**src/rtl/coherence_lru_ctrl.sv**
```systemverilog
// ---------------------------------------------------------------------------
// coherence_lru_ctrl
//
// Per-cache coherence and replacement controller sitting between an L1 cache
// block and the shared snoop bus.
//   - Keeps one tree-PLRU word (ASSOCIATIVITY-1 bits) per set. After reset a
//     sweep zeroes one set per cycle; requests are accepted only afterwards.
//   - Processor channel: returns the registered MESI next state and the PLRU
//     victim way (as seen before this access updates the tree).
//   - Snoop channel: returns the registered MESI next state and a flush flag
//     when dirty data must be supplied or written back.
//   Both channels are independent and respond one cycle after acceptance
//   with a single-cycle valid pulse.
//
// Configuration macro: MESI_EXCLUSIVE_EN
//   defined   -> full MESI; a read miss with no sharers installs E.
//   undefined -> MSI behaviour; a read miss always installs S.
//
// Ports
//   clk, rst                        clock, synchronous active-high reset
//   init_done                       PLRU sweep finished
//   proc_req_valid, PrRd, PrWr      processor request (both set = write)
//   Index_proc, hit, Blk_accessed   set index, tag hit, hitting way
//   Current_MESI_state_proc, Shared current line state, line shared elsewhere
//   proc_rsp_valid                  one-cycle processor response pulse
//   Updated_MESI_state_proc         next state of the processor line
//   LRU_replacement_proc            victim way before this access's update
//   snoop_req_valid                 snoop request strobe
//   BusRd, BusRdX, Invalidate       bus command (BusRdX > Invalidate > BusRd)
//   Current_MESI_state_snoop        snooped line state
//   snoop_rsp_valid                 one-cycle snoop response pulse
//   Updated_MESI_state_snoop        next state of the snooped line
//   snoop_flush                     snooped line is M and a command is present
// ---------------------------------------------------------------------------
module coherence_lru_ctrl #(
  parameter int ASSOCIATIVITY = 4,
  parameter int NUM_OF_SETS   = 256,
  parameter int MESI_SIZE     = 2,
  localparam int WAY_BITS     = $clog2(ASSOCIATIVITY),
  localparam int INDEX_SIZE   = $clog2(NUM_OF_SETS)
) (
  input  logic                  clk,
  input  logic                  rst,
  output logic                  init_done,
  // processor channel
  input  logic                  proc_req_valid,
  input  logic                  PrRd,
  input  logic                  PrWr,
  input  logic [INDEX_SIZE-1:0] Index_proc,
  input  logic                  hit,
  input  logic [WAY_BITS-1:0]   Blk_accessed,
  input  logic [MESI_SIZE-1:0]  Current_MESI_state_proc,
  input  logic                  Shared,
  output logic                  proc_rsp_valid,
  output logic [MESI_SIZE-1:0]  Updated_MESI_state_proc,
  output logic [WAY_BITS-1:0]   LRU_replacement_proc,
  // snoop channel
  input  logic                  snoop_req_valid,
  input  logic                  BusRd,
  input  logic                  BusRdX,
  input  logic                  Invalidate,
  input  logic [MESI_SIZE-1:0]  Current_MESI_state_snoop,
  output logic                  snoop_rsp_valid,
  output logic [MESI_SIZE-1:0]  Updated_MESI_state_snoop,
  output logic                  snoop_flush
);

  localparam int TREE_BITS = ASSOCIATIVITY - 1;

  localparam logic [MESI_SIZE-1:0] MESI_I = MESI_SIZE'(0);
  localparam logic [MESI_SIZE-1:0] MESI_S = MESI_SIZE'(1);
  localparam logic [MESI_SIZE-1:0] MESI_E = MESI_SIZE'(2);
  localparam logic [MESI_SIZE-1:0] MESI_M = MESI_SIZE'(3);

  // PLRU table and sweep state
  logic [TREE_BITS-1:0]  r_lru [NUM_OF_SETS];
  logic [INDEX_SIZE-1:0] r_sweep_idx;
  logic                  r_init_done;

  // registered responses
  logic                  r_proc_rsp_valid;
  logic [MESI_SIZE-1:0]  r_upd_proc;
  logic [WAY_BITS-1:0]   r_lru_repl;
  logic                  r_snoop_rsp_valid;
  logic [MESI_SIZE-1:0]  r_upd_snoop;
  logic                  r_snoop_flush;

  logic                  w_proc_accept;
  logic                  w_snoop_accept;
  logic [TREE_BITS-1:0]  w_tree;
  logic [TREE_BITS-1:0]  w_new_tree;
  logic [WAY_BITS-1:0]   w_victim;
  logic [WAY_BITS-1:0]   w_target;
  logic [MESI_SIZE-1:0]  w_proc_cur;
  logic [MESI_SIZE-1:0]  w_proc_next;
  logic [MESI_SIZE-1:0]  w_snoop_next;
  logic                  w_snoop_cmd;

  // rst in the same cycle overrides acceptance on both channels.
  assign w_proc_accept  = proc_req_valid  & r_init_done & ~rst;
  assign w_snoop_accept = snoop_req_valid & r_init_done & ~rst;

  assign w_tree   = r_lru[Index_proc];
  assign w_target = hit ? Blk_accessed : w_victim;

  // Victim walk: a 0 bit sends us to the left child (2i+1), a 1 bit to the
  // right child (2i+2). The bits taken, MSB first, spell the way number.
  always_comb begin
    int            node;
    logic [TREE_BITS-1:0] sh;
    // NOTE: every variable driven here gets a value before any branch or
    // loop, so the block can never hold a stale value and infer a latch.
    node     = 0;
    sh       = '0;
    w_victim = '0;
    for (int l = 0; l < WAY_BITS; l++) begin
      sh       = w_tree >> node;
      w_victim = (w_victim << 1) | WAY_BITS'(sh[0]);
      node     = 2 * node + 1 + int'(sh[0]);
    end
  end

  // Touch: each node on the path to the target is pointed at the other
  // subtree, so the target becomes the most recently used way.
  always_comb begin
    int                  node;
    logic [WAY_BITS-1:0] ts;
    node       = 0;
    ts         = '0;
    w_new_tree = w_tree;
    for (int l = 0; l < WAY_BITS; l++) begin
      ts         = w_target >> (WAY_BITS - 1 - l);
      w_new_tree = (w_new_tree & ~(TREE_BITS'(1) << node))
                 | (TREE_BITS'(!ts[0]) << node);
      node       = 2 * node + 1 + int'(ts[0]);
    end
  end

  // Processor MESI: a miss is decoded as if the line were Invalid.
  assign w_proc_cur = hit ? Current_MESI_state_proc : MESI_I;

`ifdef MESI_EXCLUSIVE_EN
  always_comb begin
    w_proc_next = w_proc_cur;
    if (PrWr) begin
      w_proc_next = MESI_M;
    end else if (PrRd && (w_proc_cur == MESI_I)) begin
      w_proc_next = Shared ? MESI_S : MESI_E;
    end
  end
`else
  // Sharing information is irrelevant when E is never installed.
  logic w_unused_shared;
  assign w_unused_shared = Shared;

  always_comb begin
    w_proc_next = w_proc_cur;
    if (PrWr) begin
      w_proc_next = MESI_M;
    end else if (PrRd && (w_proc_cur == MESI_I)) begin
      w_proc_next = MESI_S;
    end
  end
`endif

  // Snoop MESI: BusRdX and Invalidate both kill the line; BusRd demotes
  // M/E to S. E on the input is still handled even in MSI mode.
  assign w_snoop_cmd = BusRd | BusRdX | Invalidate;

  always_comb begin
    w_snoop_next = Current_MESI_state_snoop;
    if (BusRdX || Invalidate) begin
      w_snoop_next = MESI_I;
    end else if (BusRd) begin
      w_snoop_next = (Current_MESI_state_snoop == MESI_I) ? MESI_I : MESI_S;
    end
  end

  // Control and response registers.
  always_ff @(posedge clk) begin
    // NOTE: sequential state uses non-blocking assignments so every register
    // samples the pre-edge values regardless of statement order.
    if (rst) begin
      r_init_done       <= 1'b0;
      r_sweep_idx       <= '0;
      r_proc_rsp_valid  <= 1'b0;
      r_upd_proc        <= MESI_I;
      r_lru_repl        <= '0;
      r_snoop_rsp_valid <= 1'b0;
      r_upd_snoop       <= MESI_I;
      r_snoop_flush     <= 1'b0;
    end else begin
      if (!r_init_done) begin
        r_sweep_idx <= r_sweep_idx + INDEX_SIZE'(1);
        if (r_sweep_idx == INDEX_SIZE'(NUM_OF_SETS - 1)) begin
          r_init_done <= 1'b1;
        end
      end

      r_proc_rsp_valid <= w_proc_accept;
      if (w_proc_accept) begin
        r_upd_proc <= w_proc_next;
        r_lru_repl <= w_victim;
      end

      r_snoop_rsp_valid <= w_snoop_accept;
      if (w_snoop_accept) begin
        r_upd_snoop   <= w_snoop_next;
        r_snoop_flush <= (Current_MESI_state_snoop == MESI_M) & w_snoop_cmd;
      end
    end
  end

  // PLRU table. The sweep doubles as the table's clear, and a same-set
  // request on the following edge already reads the updated tree.
  always_ff @(posedge clk) begin
    // NOTE: the table itself is not reset; the post-reset sweep clears it one
    // set per cycle, which keeps it mappable onto plain RAM.
    if (!rst) begin
      if (!r_init_done) begin
        r_lru[r_sweep_idx] <= '0;
      end else if (w_proc_accept && (PrRd || PrWr)) begin
        r_lru[Index_proc] <= w_new_tree;
      end
    end
  end

  assign init_done                = r_init_done;
  assign proc_rsp_valid           = r_proc_rsp_valid;
  assign Updated_MESI_state_proc  = r_upd_proc;
  assign LRU_replacement_proc     = r_lru_repl;
  assign snoop_rsp_valid          = r_snoop_rsp_valid;
  assign Updated_MESI_state_snoop = r_upd_snoop;
  assign snoop_flush              = r_snoop_flush;

endmodule

```
**config.mk**
```make
export PLATFORM = sky130hd
export DESIGN_NAME = coherence_lru_ctrl
export DESIGN_NICKNAME = d
export VERILOG_FILES = /design/src/rtl/coherence_lru_ctrl.sv
export SDC_FILE = /design/constraint.sdc
export NUM_CORES = 1
export LEC_CHECK = 0
export BUFFER_PORTS_ARGS = -buffer_cell sky130_fd_sc_hd__buf_4
export CAP_MARGIN = 15
export CORE_MARGIN = 5
export CORE_UTILIZATION = 55
export DETAILED_ROUTE_END_ITERATION = 10
export GPL_ROUTABILITY_DRIVEN = 0
export GPL_TIMING_DRIVEN = 0
export PLACE_DENSITY = 0.74
export SLEW_MARGIN = 20
export SYNTH_ARGS = -nofsm -noshare
export SYNTH_HDL_FRONTEND = slang
export SYNTH_SLANG_ARGS = --single-unit
```
**constraint.sdc**
```tcl
create_clock -name clk -period 12.12 [get_ports clk]
set_input_delay 1.818 -clock clk [delete_from_list [all_inputs] [get_ports clk]]
set_output_delay 1.818 -clock clk [all_outputs]
set_load 0.01 [all_outputs]
```
After elaboration in Yosys (flattened, before gate mapping)
Memory sizes are Yosys's and may differ from the RTL's.
Index checks and enable logic that the tools add are counted.
{"block": "totals", "memories": 1, "regBits": 18, "output_inout_bits": 10, "in_bits": 25, "wordCells": 58, "mem_bits_rw": 768}
{"block": "classes", "muxes": 19, "n_reduce_logical": 9, "addsub": 3, "n_shift": 3, "bitwise": 13, "eq_ne": 2}
{"memory": "r_lru", "depth": 256, "word_bits": 3, "read_ports": 1, "rd_ports_with_merged_regs": 0, "write_ports": 1, "line": "76", "rtl": "logic [TREE_BITS-1:0] r_lru [NUM_OF_SETS];"}
{"cell": "2-bit 2-to-1 mux", "n": 6}
{"cell": "1-bit 2-to-1 mux", "n": 11}
{"cell": "8-bit by 1-bit adder with 8-bit output, second input constant", "n": 1}
{"cell": "8-bit equality test, second input constant", "n": 1}
{"cell": "8-bit 2-to-1 mux", "n": 1}
{"cell": "1-bit bitwise AND", "n": 5}
{"cell": "1-bit by 1-bit adder with 2-bit output, first input constant", "n": 2}
{"cell": "2-bit logical NOT", "n": 2}
{"cell": "3-bit bitwise AND", "n": 1}
{"cell": "3-bit 2-to-1 mux", "n": 1}
{"cell": "3-bit inverter", "n": 1}
{"cell": "3-bit by 1-bit bitwise OR with 3-bit output", "n": 1}
{"cell": "3-bit bitwise OR", "n": 1}
{"cell": "3-bit OR reduction", "n": 1}
{"cell": "1-bit by 2-bit << shifter with 3-bit output", "n": 1}
{"cell": "1-bit by 2-bit << shifter with 3-bit output, first input constant", "n": 1}
{"cell": "3-bit by 2-bit >> shifter with 1-bit output", "n": 1}
{"cell": "2-bit equality test, second input constant", "n": 1}
{"cell": "1-bit logical AND", "n": 2}
{"cell": "1-bit logical NOT", "n": 2}
{"cell": "1-bit logical OR", "n": 2}
{"cell": "1-bit bitwise OR", "n": 2}
{"cell": "2-bit by 1-bit bitwise OR with 2-bit output", "n": 1}
{"cell": "1-bit inverter", "n": 1}

Logic depth before layout (Yosys ltp)
An unclocked memory read counts as a cell.
{"block": "logic_depth", "ltp_word": 11, "depth_mapped": 14, "mapped_depth_nobuf": 9}

Worst setup path after synthesis
Ideal clock, no wire load.
{"block": "synth_path", "path_kind": "input port to flip-flop", "startpoint": "input Index_proc[0]", "endpoint": "memory r_lru[0][2] in the netlist's numbering, data pin", "setup_ns": 1.586, "path_slack_ns": -0.122, "required_time_ns": 10.534, "arrival_time_ns": 10.656, "n_path_buf": 5, "stages": 13, "path_cell_list": "buf_6 > buf_12 > buf_12 > buf_12 > buf_12 > mux2i_1 > o221ai_2 > o32ai_1 > a222oi_1 > a22oi_1 > o32ai_2 > o21ai_1 > o22ai_1"}
{"block": "synth_between", "elab_chain_len": 9, "elab_cells_between_ends": 14, "classes_between": "add/sub (2); shift (3); mux (2); bitwise (5); reduce/logical (1); memory (1)"}
{"element": "start, declared", "line": "49", "rtl": "input logic [INDEX_SIZE-1:0] Index_proc,"}
{"element": "memory read 256 x 3 bit (*)"}
{"element": "1-bit by 1-bit adder with 2-bit output or 2-bit by 1-bit bitwise OR with 2-bit output (tied branches)", "line": "119, 118"}
{"element": "3-bit by 2-bit >> shifter with 1-bit output or 2-bit 2-to-1 mux (tied branches)", "line": "117, 104"}
{"element": "2-bit by 1-bit bitwise OR with 2-bit output or 1-bit by 1-bit adder with 2-bit output (tied branches)", "line": "118, 135"}
{"element": "2-bit 2-to-1 mux or 1-bit by 2-bit << shifter with 3-bit output (tied branches)", "line": "104, 133"}
{"element": "1-bit logical NOT or 3-bit inverter (tied branches)", "line": "134, 133"}
{"element": "1-bit by 2-bit << shifter with 3-bit output or 3-bit bitwise AND (tied branches)", "line": "134, 133"}
{"element": "3-bit bitwise OR (*)", "line": "134", "rtl": "| (TREE_BITS'(!ts[0]) << node);"}
{"element": "3-bit 2-to-1 mux (no line) (*)"}
{"element": "end, declared", "line": "76"}
Mark *: on every way between the ends. The rest lies on a longest branch, timed or not.

Final worst setup path
{"block": "layout_path", "startpoint": "input Index_proc[1]", "endpoint": "memory r_lru[121][2] in the netlist's numbering, data pin"}
The elaborated chain is that of the path after synthesis.

==> results.toml <==
[route]
drc_errors = 0
ant_nets = 0
routed_wl_um = 95800
drtIter0Drc = 3386
wl_per_cell_um = 33.9
vias = 19500
drt-vias-per-instance = 6.90
drt-pass1-iter-count = 8

[pwr]
swShare_pct = 21.2
sequentialPowerShare_pct = 52.4
comb_power_share_pct = 4.7
vdd_drop_max_uv = 157
power_frac_clock_pct = 42.9
p_sw_mw = 1.19
p_per_area_nw_per_um2 = 151
leakage_nw = 13.6
p_int_mw = 4.42

[clocking]
cts.hold.buffers_added = 0
postCtsSetupBuffers = 0
cts_tree = "built"
cts_resized = 0
clk_path_buf_depth = 3
clock_latency_ns = 0.64
h-tree-depth = 3
clkTransAtPathRegs_ns = 0.06
cts-root-buf = "clkbuf_16"
numClockSinks = 786
cts_buffers = 77

[layout]
multiInputGateArea_um2 = 8270
final_cells = 2825
area_growth_pct = 13.6
n_fill_cell = 4011
ff_latch_area_um2 = 23400
final_common_cell = "edfxtp_1"
layout.nets = 2014
final_cell_mix = "768 x edfxtp_1, 292 x nor2_1, 120 x mux4_2"
fin_util_pct = 63.0
drive_above_1_share_pct = 20.4

[worst_setup_path]
cp_slowest_stage_delay_ns = 0.72
cp-end-kind = "flip-flop"
cp.required_ns = 12.57
cpMaxStageDelayCell = "nor3b_1"
reg2reg_from = "r_lru[113][0]"
critPathBufInv = 10
crit_chain = "buf_4, buf_4, buf_2, buf_6, buf_2, mux4_2, o22ai_1, nor3b_1, a211oi_2, o32ai_2, xnor2_1, o22ai_4, buf_16, buf_16, buf_16, buf_16, buf_16"
crit_fanout = 30
cp-start-kind = "input port"
crit_family = "buffers and inverters"
cp-startpoint = "Index_proc[1]"
path_common_cell = "buf_16"
crit_type = "input port to flip-flop"
cp.arrival_ns = 6.94

[yosys]
ys_seq_area_share_pct = 71.5
synth_top_area_share_pct = 70.4
synthArstFlopShare_pct = 0
netlist_area_um2 = 32800
synth_area_leaders = "edfxtp_1 70%, mux4_2 8.3%, nor2_1 3.3%, mux4_1 3.0%, mux2i_1 2.9%"
synth_edf_count = 768
syn_avg_cell_area_um2 = 17.7
synth_cells = 1849
synth_nets = 1875
yosys_register_bits = 786
ys.warnings.count = 0
synth.distinct_cells = 76
synth_flop_cell = "edfxtp_1"
synth_largest_area_cell = "edfxtp_1"

[floorplanning]
dieWidth_um = 254
initial_utilization_pct = 55.5
core_region_area_um2 = 59000
die_area_um2 = 64500
num_rows = 89
ios = 35
die_y_um = 254

[sta]
tightest_slew_ns = 1.32
finalSetupViolCount = 0
final.min_clock_period_ns = 6.49
rsz0062_at_grt = "false"
fin_skew_ns = 0.0400
fmax_ghz = 0.154
finalSetupTns_ns = 0
finalCritPeriodShare_pct = 53.5
slew_viol_final = 0
slew_headroom_pct = 11.9
hold_viol_final = 0

[global_route]
grt_pass1_vias = 19500
grt-ovfl-total = 0
met1_usage_pct = 40.8
grtUsageMet3_pct = 7.74
grt_use_met2_pct = 45.5
grt_pass1_wl_um = 136000
grt.busiest_layer = "met2"
antenna_found_initial = 1
grt_max_degree = 37
grt_usage_pct = 29.8

[hold_path]
min_from = "snoop_flush"
hold_class = "flip-flop to flip-flop"

[run_status]
status = "finished clean"

[placed_design]
dp_cells = 2682
dp_hpwl_um = 65100
port_buffers = 27

[job]
cap_violations = 0
state kept, by name, summed over array words and instances, names as in the netlist:
register,cells
LRU_replacement_proc,2
Updated_MESI_state_proc,2
Updated_MESI_state_snoop,2
init_done,1
proc_rsp_valid,1
r_lru,768
r_sweep_idx,8
snoop_flush,1
snoop_rsp_valid,1
final timing paths:
path	depth (start not counted)	to	slack (ns)
worst max register to register	13	r_lru[44][0]	7.62
worst min register to register	2	snoop_flush	0.50
worst min-delay path	2	snoop_flush	0.50
worst max-delay path	17	r_lru[121][2]	5.63
kinds of logic (layout without fill, tap and decap cells):
family                   count (synthesis)  in the layout  synth area share (%)
XOR/XNOR                                 9              9                 0.241
AO/OA/AOI/OAI                          158            158                  3.52
adder cells (fa/ha/maj)                  1              1                0.0382
multiplexers                           260            260                  14.4
flip-flops                             786            786                  71.5
buffers and inverters                  131            333                  3.35
other                                    0              1                     0
AND/OR/NAND/NOR                        504            504                  6.90
routing by layer:
layer	wire length (um)	vias up	share of wire, %
met1	33900	9809	35
met2	43900	1669	46
met4	5440	0	5.7
li1	-	7678	-
met3	12600	347	13
met5	0	-	0
synth_stat cells (17+ instances only):
cell type and count:
mux2i_1 96, mux4_2 120, clkbuf_1 46, nor2_1 292, mux4_1 38, dfxtp_1 18
o21ai_0 23, nand2b_1 20, edfxtp_1 768, o22ai_1 17, nand3_1 23, nand2_1 69
buf_2 17, a21oi_1 22, nor3_1 23, clkbuf_8 21, o221ai_1 28
power by group through the flow:
stage	registers (mW)	logic, mW	clock network, mW
6_report	2.94	0.265	2.41
5_1_grt	2.94	0.266	2.53
4_1_cts	2.94	0.256	2.41
3_5_place_dp	3.00	0.255	0
3_3_place_gp	3.00	0.250	0
2_1_floorplan	3.00	0.152	0
final cells by class:
class / instances / area share [%]
Antenna cell: 1 / 0.00673
Buffer: 121 / 2.89
Clock buffer: 96 / 5.57
Clock inverter: 46 / 1.23
Inverter: 10 / 0.101
Multi-Input combinational cell: 932 / 22.2
Sequential cell: 786 / 63.0
Tap cell: 773 / 2.60
Timing Repair Buffer: 60 / 2.37
worst reg2reg max path, cell delays in order (launching register included):
cell      delay (ns)
edfxtp_1        0.36
mux4_1          0.52
mux2_2          0.29
o21ai_0         0.21
a21oi_1         0.10
nor4_1          0.69
nor4_4          0.16
nor2b_1         0.22
a211oi_4        0.64
buf_6           0.28
buf_8           0.20
buf_6           0.23
buf_6           0.23
buf_8           0.21
metrics by stage:
stage               setup WS (ns)  cell area, um2  hold slack [ns]  power [mW]
detailed placement           5.28           34700            0.493        3.25
global placement            -4.56           33900            0.469        3.25
CTS                          5.90           37200            0.504        5.60
global route                 5.72           37200            0.526        5.73
floorplan                    1.32           32800            0.494        3.15
finish                       5.63           37200            0.498        5.61
(Power assumes the default switching activity.)
